[src/rtl/sc_ulpi_pkg.sv]
// sc_ulpi_pkg: shared ULPI types, register map, PHY FSM states and
// register reset values for the ULPI PHY stand-in.
package sc_ulpi_pkg;

  localparam logic [15:0] VENDOR_ID  = 16'h0424;
  localparam logic [15:0] PRODUCT_ID = 16'h0009;

  localparam logic [7:0] FUNC_CTRL_RST = 8'h41;
  localparam logic [7:0] IF_CTRL_RST   = 8'h00;
  localparam logic [7:0] OTG_CTRL_RST  = 8'h06;
  localparam logic [7:0] SCRATCH_RST   = 8'h00;

  typedef enum logic [1:0] {
    ccdSpecial  = 2'b00,
    ccdTransmit = 2'b01,
    ccdRegWrite = 2'b10,
    ccdRegRead  = 2'b11
  } ulpiCCD_e;

  typedef enum logic [1:0] {
    evtNone       = 2'b00,
    evtRxActive   = 2'b01,
    evtHostDiscon = 2'b10,
    evtRxError    = 2'b11
  } utmiEvent_e;

  typedef enum logic [5:0] {
    regVendorIdLow   = 6'h00,
    regVendorIdHigh  = 6'h01,
    regProductIdLow  = 6'h02,
    regProductIdHigh = 6'h03,
    regFuncCtrl      = 6'h04,
    regFuncCtrlSet   = 6'h05,
    regFuncCtrlClr   = 6'h06,
    regIfCtrl        = 6'h07,
    regIfCtrlSet     = 6'h08,
    regIfCtrlClr     = 6'h09,
    regOtgCtrl       = 6'h0A,
    regOtgCtrlSet    = 6'h0B,
    regOtgCtrlClr    = 6'h0C,
    regDebug         = 6'h15,
    regScratch       = 6'h16,
    regScratchSet    = 6'h17,
    regScratchClr    = 6'h18,
    regExtAddr       = 6'h2F
  } ulpiRegMap_e;

  typedef enum logic [3:0] {
    IDLE,
    CMD_ACK,
    EXT_ACK,
    WR_DATA,
    WR_STP,
    RD_TA1,
    RD_DATA,
    RD_TA2,
    RX_TA1,
    RX_CMD,
    RX_TA2
  } ulpiPhyState_e;

  typedef struct packed {
    logic       altInt;
    logic       id;
    utmiEvent_e rxEvent;
    logic [1:0] vbusState;
    logic [1:0] lineState;
  } rxCmd_s;

  typedef struct packed {
    logic       reserved;
    logic       suspendM;
    logic       reset;
    logic [1:0] opMode;
    logic       termSelect;
    logic [1:0] xcvrSelect;
  } funcControl_s;

  typedef struct packed {
    logic useExtVbusInd;
    logic drvVbusExt;
    logic drvVbus;
    logic chrgVbus;
    logic dischrgVbus;
    logic dmPulldown;
    logic dpPulldown;
    logic idPullup;
  } otgControl_s;

  typedef enum logic [1:0] {
    opWrite = 2'd0,
    opSet   = 2'd1,
    opClr   = 2'd2,
    opNone  = 2'd3
  } regOp_e;

  function automatic logic [7:0] applyOp(
    input logic [7:0] cur,
    input logic [7:0] d,
    input regOp_e     op
  );
    logic [7:0] res;
    case (op)
      opWrite: res = d;
      opSet:   res = cur | d;
      opClr:   res = cur & ~d;
      default: res = cur;
    endcase
    return res;
  endfunction

endpackage

[src/rtl/sc_ulpi_phy_regfile.sv]
// sc_ulpi_phy_regfile: PHY control registers with write/set/clear decode,
// read mux and funcControl reset-bit self-clear.
// Ports: CLK, RST (async high), wrEn/addr/wrData write strobe (8-bit
// address, >= 0x40 unmapped), lineState for the debug register,
// rdData read mux, funcCtrl/ifCtrl/otgCtrl register outputs.
module sc_ulpi_phy_regfile
  import sc_ulpi_pkg::*;
(
  input  logic       CLK,
  input  logic       RST,
  input  logic       wrEn,
  input  logic [7:0] addr,
  input  logic [7:0] wrData,
  input  logic [1:0] lineState,
  output logic [7:0] rdData,
  output logic [7:0] funcCtrl,
  output logic [7:0] ifCtrl,
  output logic [7:0] otgCtrl
);

  funcControl_s funcReg;
  otgControl_s  otgReg;
  logic [7:0]   ifReg;
  logic [7:0]   scratchReg;

  logic         inMap;
  logic [5:0]   regAddr;
  regOp_e       op;
  logic         selFunc;
  logic         selIf;
  logic         selOtg;
  logic         selScr;

  assign inMap   = (addr[7:6] == 2'b00);
  assign regAddr = addr[5:0];

  always_comb begin
    op      = opNone;
    selFunc = 1'b0;
    selIf   = 1'b0;
    selOtg  = 1'b0;
    selScr  = 1'b0;
    if (wrEn && inMap) begin
      case (regAddr)
        regFuncCtrl:    begin selFunc = 1'b1; op = opWrite; end
        regFuncCtrlSet: begin selFunc = 1'b1; op = opSet;   end
        regFuncCtrlClr: begin selFunc = 1'b1; op = opClr;   end
        regIfCtrl:      begin selIf   = 1'b1; op = opWrite; end
        regIfCtrlSet:   begin selIf   = 1'b1; op = opSet;   end
        regIfCtrlClr:   begin selIf   = 1'b1; op = opClr;   end
        regOtgCtrl:     begin selOtg  = 1'b1; op = opWrite; end
        regOtgCtrlSet:  begin selOtg  = 1'b1; op = opSet;   end
        regOtgCtrlClr:  begin selOtg  = 1'b1; op = opClr;   end
        regScratch:     begin selScr  = 1'b1; op = opWrite; end
        regScratchSet:  begin selScr  = 1'b1; op = opSet;   end
        regScratchClr:  begin selScr  = 1'b1; op = opClr;   end
        default: ;
      endcase
    end
  end

  always_ff @(posedge CLK or posedge RST) begin
    if (RST) begin
      funcReg    <= FUNC_CTRL_RST;
      ifReg      <= IF_CTRL_RST;
      otgReg     <= OTG_CTRL_RST;
      scratchReg <= SCRATCH_RST;
    end else begin
      // a fresh write wins over the pending reset-bit clear
      if (selFunc)
        funcReg <= applyOp(funcReg, wrData, op);
      else if (funcReg.reset)
        funcReg.reset <= 1'b0;
      if (selIf)
        ifReg <= applyOp(ifReg, wrData, op);
      if (selOtg)
        otgReg <= applyOp(otgReg, wrData, op);
      if (selScr)
        scratchReg <= applyOp(scratchReg, wrData, op);
    end
  end

  always_comb begin
    rdData = 8'h00;
    if (inMap) begin
      case (regAddr)
        regVendorIdLow:   rdData = VENDOR_ID[7:0];
        regVendorIdHigh:  rdData = VENDOR_ID[15:8];
        regProductIdLow:  rdData = PRODUCT_ID[7:0];
        regProductIdHigh: rdData = PRODUCT_ID[15:8];
        regFuncCtrl,
        regFuncCtrlSet,
        regFuncCtrlClr:   rdData = funcReg;
        regIfCtrl,
        regIfCtrlSet,
        regIfCtrlClr:     rdData = ifReg;
        regOtgCtrl,
        regOtgCtrlSet,
        regOtgCtrlClr:    rdData = otgReg;
        regDebug:         rdData = {6'b0, lineState};
        regScratch,
        regScratchSet,
        regScratchClr:    rdData = scratchReg;
        default:          rdData = 8'h00;
      endcase
    end
  end

  assign funcCtrl = funcReg;
  assign ifCtrl   = ifReg;
  assign otgCtrl  = otgReg;

endmodule

[src/rtl/sc_ulpi_phy_reg.sv]
// sc_ulpi_phy_reg: PHY-side ULPI register responder and RX CMD generator.
// Ports: CLK, RST (async high); ULPI_DATA_I/ULPI_STP from link,
// ULPI_DATA_O/ULPI_DATA_OE/ULPI_DIR/ULPI_NXT to link (all registered);
// LINE_STATE, VBUS_STATE, RX_EVENT, ID, ALT_INT feed the RX CMD byte;
// FUNC_CTRL, IF_CTRL, OTG_CTRL expose the control registers.
// Define SC_ULPI_PHY_EXT_REG_EN to enable the extended-address (EAD) path.
module sc_ulpi_phy_reg
  import sc_ulpi_pkg::*;
(
  input  logic       CLK,
  input  logic       RST,
  input  logic [7:0] ULPI_DATA_I,
  output logic [7:0] ULPI_DATA_O,
  output logic       ULPI_DATA_OE,
  output logic       ULPI_DIR,
  output logic       ULPI_NXT,
  input  logic       ULPI_STP,
  input  logic [1:0] LINE_STATE,
  input  logic [1:0] VBUS_STATE,
  input  logic [1:0] RX_EVENT,
  input  logic       ID,
  input  logic       ALT_INT,
  output logic [7:0] FUNC_CTRL,
  output logic [7:0] IF_CTRL,
  output logic [7:0] OTG_CTRL
);

  ulpiPhyState_e state;
  rxCmd_s        rxStatus;
  rxCmd_s        rxSnap;
  logic [7:0]    regAddr;
  logic [7:0]    wrData;
  logic          isRead;
  logic [7:0]    rdData;
  logic          wrEn;
  logic          txCmd;
  logic          rxPending;
  logic          extHit;

  assign rxStatus = {ALT_INT, ID, RX_EVENT, VBUS_STATE, LINE_STATE};

  assign txCmd = (ULPI_DATA_I[7:6] == ccdRegWrite) ||
                 (ULPI_DATA_I[7:6] == ccdRegRead);

  // RX CMD only starts on an idle (NOOP) bus
  assign rxPending = (ULPI_DATA_I == 8'h00) &&
                     (rxStatus != rxSnap);

  // commit happens on the edge that samples STP
  assign wrEn = (state == WR_STP) && ULPI_STP;

`ifdef SC_ULPI_PHY_EXT_REG_EN
  assign extHit = (regAddr[5:0] == regExtAddr);
`else
  assign extHit = 1'b0;
`endif

  always_ff @(posedge CLK or posedge RST) begin
    if (RST) begin
      state        <= IDLE;
      ULPI_DATA_O  <= 8'h00;
      ULPI_DATA_OE <= 1'b0;
      ULPI_DIR     <= 1'b0;
      ULPI_NXT     <= 1'b0;
      rxSnap       <= '0;
      regAddr      <= 8'h00;
      wrData       <= 8'h00;
      isRead       <= 1'b0;
    end else begin
      ULPI_DATA_O  <= 8'h00;
      ULPI_DATA_OE <= 1'b0;
      ULPI_DIR     <= 1'b0;
      ULPI_NXT     <= 1'b0;
      unique case (state)
        IDLE: begin
          if (txCmd) begin
            state    <= CMD_ACK;
            ULPI_NXT <= 1'b1;
            regAddr  <= {2'b00, ULPI_DATA_I[5:0]};
            isRead   <= ULPI_DATA_I[6];
          end else if (rxPending) begin
            state    <= RX_TA1;
            ULPI_DIR <= 1'b1;
            rxSnap   <= rxStatus;
          end
        end
        CMD_ACK: begin
          if (extHit) begin
            state    <= EXT_ACK;
            ULPI_NXT <= 1'b1;
          end else if (isRead) begin
            state    <= RD_TA1;
            ULPI_DIR <= 1'b1;
          end else begin
            state    <= WR_DATA;
            ULPI_NXT <= 1'b1;
          end
        end
`ifdef SC_ULPI_PHY_EXT_REG_EN
        EXT_ACK: begin
          regAddr <= ULPI_DATA_I;
          if (isRead) begin
            state    <= RD_TA1;
            ULPI_DIR <= 1'b1;
          end else begin
            state    <= WR_DATA;
            ULPI_NXT <= 1'b1;
          end
        end
`endif
        WR_DATA: begin
          if (ULPI_STP) begin
            state <= IDLE;
          end else begin
            wrData <= ULPI_DATA_I;
            state  <= WR_STP;
          end
        end
        WR_STP: begin
          if (ULPI_STP)
            state <= IDLE;
        end
        RD_TA1: begin
          state        <= RD_DATA;
          ULPI_DIR     <= 1'b1;
          ULPI_DATA_OE <= 1'b1;
          ULPI_DATA_O  <= rdData;
        end
        RD_DATA: state <= RD_TA2;
        RD_TA2:  state <= IDLE;
        RX_TA1: begin
          state        <= RX_CMD;
          ULPI_DIR     <= 1'b1;
          ULPI_DATA_OE <= 1'b1;
          ULPI_DATA_O  <= rxSnap;
        end
        RX_CMD:  state <= RX_TA2;
        RX_TA2:  state <= IDLE;
        default: state <= IDLE;
      endcase
    end
  end

  sc_ulpi_phy_regfile uRegfile (
    .CLK       (CLK),
    .RST       (RST),
    .wrEn      (wrEn),
    .addr      (regAddr),
    .wrData    (wrData),
    .lineState (LINE_STATE),
    .rdData    (rdData),
    .funcCtrl  (FUNC_CTRL),
    .ifCtrl    (IF_CTRL),
    .otgCtrl   (OTG_CTRL)
  );

endmodule

[config.mk]
export PLATFORM = sky130hd
export DESIGN_NAME = sc_ulpi_phy_reg
export DESIGN_NICKNAME = d
export VERILOG_FILES = /design/src/rtl/sc_ulpi_pkg.sv /design/src/rtl/sc_ulpi_phy_regfile.sv /design/src/rtl/sc_ulpi_phy_reg.sv
export SDC_FILE = /design/constraint.sdc
export NUM_CORES = 1
export LEC_CHECK = 0
export CELL_PAD_IN_SITES_DETAIL_PLACEMENT = 2
export CELL_PAD_IN_SITES_GLOBAL_PLACEMENT = 2
export CORE_MARGIN = 2
export CORE_UTILIZATION = 31
export CTS_BUF_LIST = sky130_fd_sc_hd__clkbuf_4 sky130_fd_sc_hd__clkbuf_8 sky130_fd_sc_hd__clkbuf_16
export DETAILED_ROUTE_END_ITERATION = 8
export PLACE_DENSITY_LB_ADDON = 0.08
export SLEW_MARGIN = 20
export SYNTH_ARGS = -nofsm -noshare
export SYNTH_HDL_FRONTEND = slang
export SYNTH_SLANG_ARGS = --single-unit
[constraint.sdc]
create_clock -name CLK -period 2.8 [get_ports CLK]
set_input_delay 0.56 -clock CLK [delete_from_list [all_inputs] [get_ports CLK]]
set_output_delay 0.56 -clock CLK [all_outputs]
set_load 0.1 [all_outputs]
==> out/qor.csv, run 1 <==
stage,metric,value,unit
placement,gpl congestion,0.840,
die,Die Height,111,microns
job,MaxCap Viol Count,0,
logic_synthesis,Synth area leader,dfrtp_1,
global_route,vias in the first global route,3416,
worst_setup_path,WP depth,10,
worst_setup_path,Critical path origin,regAddr[2],
pwr,leakage,2.14,nW
worst_setup_path,maximum fanout along the worst path,12,
logic_synthesis,Mapped Area,0.00358,sq mm
final_layout,Layout Area Growth over Synthesis,34.7,%
global_route,gr ovfl total,0,
cts,CTS H-tree depth,3,
worst_setup_path,crit-path max cell delay,0.47,ns
logic_synthesis,Syn Nets,365,
worst_setup_path,critical path's slowest cell,dfrtp_2,
sta,Slew @ Worst Pin,0.570,ns
pwr,Tot Pwr,0.00434,W
die,Ports,54,
worst_setup_path,CP most frequent cell,a21oi_1,
final_layout,Inserted Diodes,0,
global_route,largest net degree at the start of global routing,28,
drt,DRT Pass-1 Iters,4,
global_route,first-pass GRT wire length,19800,microns
outcome,status,"finished, final reports clean",
drt,drt wl/cell,21.2,microns
final_layout,NumNets Final,456,
worst_setup_path,Setup crit end kind,register,
placement,Final HPWL DP,9290,microns
worst_setup_path,r2r setup slk,0.16,ns
drt,vias per cell,5.26,
worst_setup_path,Worst setup SP type,register,
worst_setup_path,critical path's top delay family,simple AND/OR/NAND/NOR gates,
worst_setup_path,kind of critical path,register to register,
drt,final WL,12300,microns
logic_synthesis,Synth area leaders,"dfrtp_1 46%, a21oi_1 10%, mux2_2 7.2%",
sta,Max Clk Rate,379,MHz
logic_synthesis,"count leader, synth",a21oi_1,
global_route,GRT Overall Usage,20.8,%
drt,post-route ant nets,0,
die,Core ar.,0.0114,sq mm
worst_setup_path,CP Buf/Inv Count,2,
die,die footprint,0.0124,sq mm
sta,Clock Skew,0.00920,ns
cts,Max Root-Sink Buffers,2,
final_layout,fillers,1251,
worst_setup_path,required time worst endpoint,3.06,ns
logic_synthesis,Synth Register Bits,70,
pwr,peak supply drop,0.422,mV
die,# rows,39,
worst_setup_path,Reg2Reg Depth,10,
sta,min cycle time layout,2.64,ns
worst_setup_path,capturing point of the worst reg2reg path,uRegfile.ifCtrl[1],
sta,Max Slew Vio Count,0,
min_path,HP Class,input port to async pin,
drt,first-iteration detailed-routing DRC count,75,
cts,CTS tree,done,
worst_setup_path,Worst EP arrival,2.90,ns
logic_synthesis,number of synthesized flops with an enable pin,0,
sta,"Hold Vio Cnt, Final",0,
drt,vias,3057,
cts,Num CTS Buffers,9,
logic_synthesis,Async SR Flop Fraction,100,%
logic_synthesis,Synth Area per Inst,10.5,sq um
placement,pre-CTS setup slack,-0.157,ns
global_route,antenna violations before repair,0,
placement,IO buf count,53,
die,Die W,111,microns
cts,hold buffers post-CTS,0,
cts,CTS Root Cell,clkbuf_16,
pwr,power per cell area,899,mW/mm^2
drt,DRC viols,0,
logic_synthesis,ys flop type,dfrtp_1,
worst_setup_path,reg2reg start,regAddr[2],
logic_synthesis,cell count after synthesis,342,
final_layout,layout cells sized above 1,34.0,%
sta,Rel. slew slack,61.9,%
logic_synthesis,sequential area share after synthesis,49.0,%
logic_synthesis,Synth top area share,46.1,%
sta,Final setup viols,0,
sta,fin crit share,94.2,%
worst_setup_path,Worst setup endpoint,uRegfile.ifCtrl[1],
logic_synthesis,Post-synth top cells,"72 x a21oi_1, 66 x dfrtp_1, 23 x mux2_2, 18 x nand2_1, 16 x nor2_1",
cts,CTS Sinks,70,
worst_setup_path,worst-path cell chain,"or3_4, a21oi_2, o221a_2, inv_1, ha_1, nand4b_1, nor2b_2, buf_4, a21oi_1, a21oi_1",
sta,Setup WS post-layout,0.162,ns
cts,"Reg clk slew, reported paths",0.06,ns
die,Starting Density,31.5,%
logic_synthesis,Netlist cell types,56,
logic_synthesis,synth warn,0,
cts,clk_lat worst skew,0.35,ns
[worst min-delay path by stage]
| stage | from | endpoint | slack, ns | depth (start not counted) |
|---|---|---|---|---|
| after floorplan | rxSnap[1] | ULPI_DATA_O[1] | 0.49 | 2 |
| after global placement | uRegfile.scratchReg[6] | uRegfile.scratchReg[6] | 0.51 | 2 |
| after detailed placement | uRegfile.scratchReg[4] | uRegfile.scratchReg[4] | 0.51 | 2 |
| after CTS | RST | ULPI_DATA_O[1] | 0.52 | 2 |
| after global routing | RST | ULPI_DATA_O[1] | 0.53 | 2 |
| final | RST | ULPI_DATA_O[1] | 0.51 | 2 |
[layout make-up]
class	instances	area, sq um	share of cell area, %
clock buffers	10	239	4.95
clock inverters	6	109	2.26
inverters	6	22.5	0.467
multi-input cells	246	1700	35.3
flip-flops and latches	70	1760	36.5
well taps	143	179	3.71
repair buffers	100	812	16.8
[stage by stage]
step / hold WS, ns / setup TNS [ns] / utilization (%) / area [sq um] / std cells
3_5_place_dp: 0.514 / -2.44 / 39.0 / 4430 / 563
6_report: 0.512 / 0 / 42.4 / 4820 / 581
3_3_place_gp: 0.508 / 0 / 39.0 / 4430 / 563
4_1_cts: 0.519 / 0 / 42.1 / 4780 / 579
2_1_floorplan: 0.487 / 0 / - / 3580 / 342
5_1_grt: 0.534 / -0.0663 / 42.4 / 4820 / 581
[metal layers]
layer / share of wire, % / wire, microns / GRT usage, %
met5: 0 / 0 / 0
met3: 3.1 / 387 / 4.25
met1: 48 / 5860 / 28.4
met4: 1.2 / 147 / 5.68
met2: 48 / 5940 / 34.0
[placed cells by master (no fill, tap or decap), drive strengths merged, types with 2 or more instances in the layout]
master,count
a211oi,3
mux2,23
mux2i,2
clkdlybuf4s50,18
dfrtp,66
dfstp,4
nor3,5
a221oi,3
nor4,6
or3,2
nor2,16
buf,82
bufinv,3
or3b,2
o21bai,2
ha,4
nand2,18
nand3,2
a22o,4
a221o,3
nand2b,6
o22ai,6
nand4b,2
xor2,8
o21ai,12
or2,2
inv,6
a22oi,4
a222oi,3
a2111oi,3
clkbuf,10
nor2b,13
a21oi,78
clkinv,3
[state kept, by name (all words and copies together) (netlist names), 4 cells and up]
name                 count
uRegfile.otgCtrl         8
uRegfile.funcCtrl        8
wrData                   8
state                    4
regAddr                  6
rxSnap                   8
ULPI_DATA_O              8
uRegfile.scratchReg      8
uRegfile.ifCtrl          8
[kinds of logic (layout without fill, tap and decap cells)]
group	Yosys count	count (layout)	share of synthesized area, %
AOI/OAI and AO/OA	127	127	23.1
xor gates and xnor gates	9	9	2.20
adders and majority gates	4	4	1.40
buffers and inverters	26	122	4.16
DFF	70	70	49.0
muxes	25	25	7.79
and+or+nand+nor	81	81	12.3
[where the power goes]
part	leakage (nW)	internal, W	total [W]	switching [W]
logic	1.04	0.000646	0.00155	0.000905
registers	0.924	0.00117	0.00144	0.000263
clock network	0.172	0.000892	0.00135	0.000455
[repair_timing]
action,in CTS,in global routing
endpoints found under the setup margin,0,30
setup buffers,0,2
gates resized for setup,0,10
Power figures use the tool's default switching activity.
==> run 2: changes to the inputs <==
SLEW_MARGIN = 40   (was 20)
==> results of run 2 <==
Final layout, timing and power as in run 1 (identical DEF).
==> run 3: changes to the inputs <==
ABC_AREA = 1   (was unset)
CORE_MARGIN = unset   (was 2)
CORE_UTILIZATION = 28   (was 31)
GPL_ROUTABILITY_DRIVEN = 0   (was unset)
==> run 3 against run 2 <==
Synthesized cell count up 46%. Critical path type unchanged. Critical endpoint is now uRegfile.scratchReg[7]. Core utilization down 5.0 points. Sequential share of layout area down 1.0 points. Maximum frequency up 3.6%. Hold slack worse by 0.0082 ns. Routed wire length up 4.5%.
==> out/qor.csv, run 3 <==
stage,metric,value,unit
outcome,status,"finished, final reports clean",
logic_synthesis,ys flop type,dfrtp_1,
pwr,leakage,2.63,nW
logic_synthesis,number of synthesized flops with an enable pin,0,
sta,Final setup viols,0,
global_route,GRT Overall Usage,20.2,%
worst_setup_path,maximum fanout along the worst path,7,
cts,clk_lat worst skew,0.34,ns
die,# rows,42,
pwr,peak supply drop,0.609,mV
sta,Slew @ Worst Pin,0.708,ns
pwr,Tot Pwr,0.00391,W
global_route,gr ovfl total,0,
worst_setup_path,kind of critical path,register to register,
drt,post-route ant nets,0,
logic_synthesis,Synth Area per Inst,7.63,sq um
final_layout,NumNets Final,604,
logic_synthesis,Syn Nets,524,
global_route,vias in the first global route,3888,
drt,drt wl/cell,16.9,microns
min_path,worst hold path cell count,2,
final_layout,Inserted Diodes,0,
cts,CTS Sinks,70,
cts,CTS tree,done,
final_layout,Layout Area Growth over Synthesis,30.0,%
global_route,antenna violations before repair,0,
logic_synthesis,Synth area leader,dfrtp_1,
placement,pre-CTS setup slack,-0.137,ns
logic_synthesis,Synth top area share,43.2,%
job,MaxCap Viol Count,0,
final_layout,most frequent cells in the layout,"156 x nand2_1, 63 x dfrtp_1, 63 x inv_1, 59 x nor2_1, 54 x buf_4",
final_layout,"commonest non-fill, non-tap cell in the layout",nand2_1,
sta,Clock Skew,0.00739,ns
global_route,largest net degree at the start of global routing,48,
drt,final WL,12900,microns
sta,"Hold Vio Cnt, Final",0,
worst_setup_path,Reg2Reg Depth,16,
global_route,first-pass GRT wire length,21300,microns
logic_synthesis,Netlist cell types,36,
logic_synthesis,Async SR Flop Fraction,100,%
logic_synthesis,synth warn,0,
cts,"Reg clk slew, reported paths",0.06,ns
final_layout,Non-Filler Instances,762,
worst_setup_path,Worst setup SP type,register,
sta,min cycle time layout,2.55,ns
min_path,HP Class,register to register,
final_layout,final core utilization,37.4,%
sta,setup repair after global routing missed its margin,no,
pwr,power per cell area,786,mW/mm^2
worst_setup_path,required time worst endpoint,3.03,ns
sta,Rel. slew slack,52.6,%
sta,Max Slew Vio Count,0,
die,Core ar.,0.0133,sq mm
worst_setup_path,reg2reg start,regAddr[5],
logic_synthesis,sequential area share after synthesis,45.9,%
die,Die Height,119,microns
logic_synthesis,"count leader, synth",nand2_1,
final_layout,layout cells sized above 1,20.6,%
worst_setup_path,capturing point of the worst reg2reg path,uRegfile.scratchReg[7],
cts,CTS Root Cell,clkbuf_16,
logic_synthesis,Mapped Area,0.00382,sq mm
drt,vias,3568,
min_path,hold_sp,isRead,
min_path,Hold Path End,isRead,
cts,CTS H-tree depth,3,
cts,Num CTS Buffers,9,
cts,Max Root-Sink Buffers,2,
placement,placed insts,743,
worst_setup_path,Worst EP arrival,2.78,ns
placement,IO buf count,53,
placement,Final HPWL DP,9880,microns
drt,DRC viols,0,
logic_synthesis,Post-synth top cells,"158 x nand2_1, 66 x dfrtp_1, 66 x inv_1, 60 x nor2_1, 33 x o21ai_0",
sta,Setup WS post-layout,0.253,ns
drt,vias per cell,4.68,
die,Ports,54,
die,Die W,119,microns
worst_setup_path,r2r setup slk,0.25,ns
die,die footprint,0.0141,sq mm
worst_setup_path,Setup crit end kind,register,
drt,DRT Pass-1 Iters,4,
drt,first-iteration detailed-routing DRC count,142,
cts,hold buffers post-CTS,0,
logic_synthesis,cell count after synthesis,501,
sta,fin crit share,91.0,%
logic_synthesis,Synth area leaders,"dfrtp_1 43%, nand2_1 16%, inv_1 6.5%",
sta,Max Clk Rate,393,MHz
die,Starting Density,28.8,%
logic_synthesis,Synth Register Bits,70,
run 3: cell types whose count changed after synthesis, sizes merged, moves of 12 or more:
cell   delta
nor2     +52
mux2     -23
nand2   +147
o21a     +12
o21ai    +23
a21oi    -63
nor2b    -13
nand3    +17
inv      +64
run 3: cell type report:
| type | count | area (sq um) |
|---|---|---|
| clock inverter | 3 | 20.0 |
| multi-input combinational | 353 | 1800 |
| sequential | 70 | 1760 |
| inverter | 73 | 280 |
| fill | 1562 | 8320 |
| tap | 176 | 220 |
| clock buffer | 13 | 262 |
| timing repair buffer | 74 | 626 |
run 3: worst max-delay path, stage by stage (launching register included):
cell	delay, ns
dfrtp_1	0.43
nor2_4	0.18
buf_4	0.16
nand3_2	0.14
nor2_1	0.16
nor3_2	0.07
nand2_1	0.06
nand2_1	0.08
inv_1	0.09
ha_1	0.25
inv_2	0.10
nand2_2	0.13
o22ai_1	0.21
buf_4	0.17
nand2_1	0.05
o21ai_0	0.09
inv_1	0.06
run 3: cell families after synthesis:
family	count (synthesis)	share of synthesized area [%]
buffers and inverters	78	8.28
and+or+nand+nor	267	31.3
AOI/OAI and AO/OA	79	12.5
xor gates and xnor gates	3	0.687
DFF	70	45.9
adders and majority gates	4	1.31
run 3: per-layer routing:
layer	GRT usage (%)	share of wire [%]
met5	0	0
met4	6.88	1.5
met3	3.02	2.3
met2	33.7	49
met1	26.5	47
run 3: worst max path at each step:
stage | from | to | slack [ns] | cells after the start
after floorplan | regAddr[4] | uRegfile.scratchReg[1] | 0.42 | 13
after global placement | ULPI_STP | uRegfile.scratchReg[2] | -0.04 | 11
after detailed placement | ULPI_STP | uRegfile.ifCtrl[3] | -0.14 | 10
after CTS | regAddr[2] | uRegfile.scratchReg[2] | 0.03 | 14
after global routing | regAddr[2] | uRegfile.scratchReg[7] | 0.03 | 15
final | regAddr[5] | uRegfile.scratchReg[7] | 0.25 | 16
run 3: through the flow:
step	area (sq um)	TNS, ns	hold WS, ns
after floorplan	3820	0	0.452
after global placement	4610	-0.213	0.469
after detailed placement	4610	-2.33	0.487
after CTS	4920	0	0.500
after global routing	4970	0	0.540
final	4970	0	0.504
run 3: timing repair:
action	in CTS	in global routing
gates cloned	0	0
endpoints found under the setup margin	5	31
gates resized for setup	2	16
pin swaps	1	1
buffers inserted	2	1
run 3: where the power goes:
group,total (W),leakage (nW),switching [W],internal [W]
Clock,0.00110,0.136,0.000452,0.000653
Sequential,0.00141,0.926,0.000239,0.00117
Combinational,0.00139,1.57,0.000966,0.000424
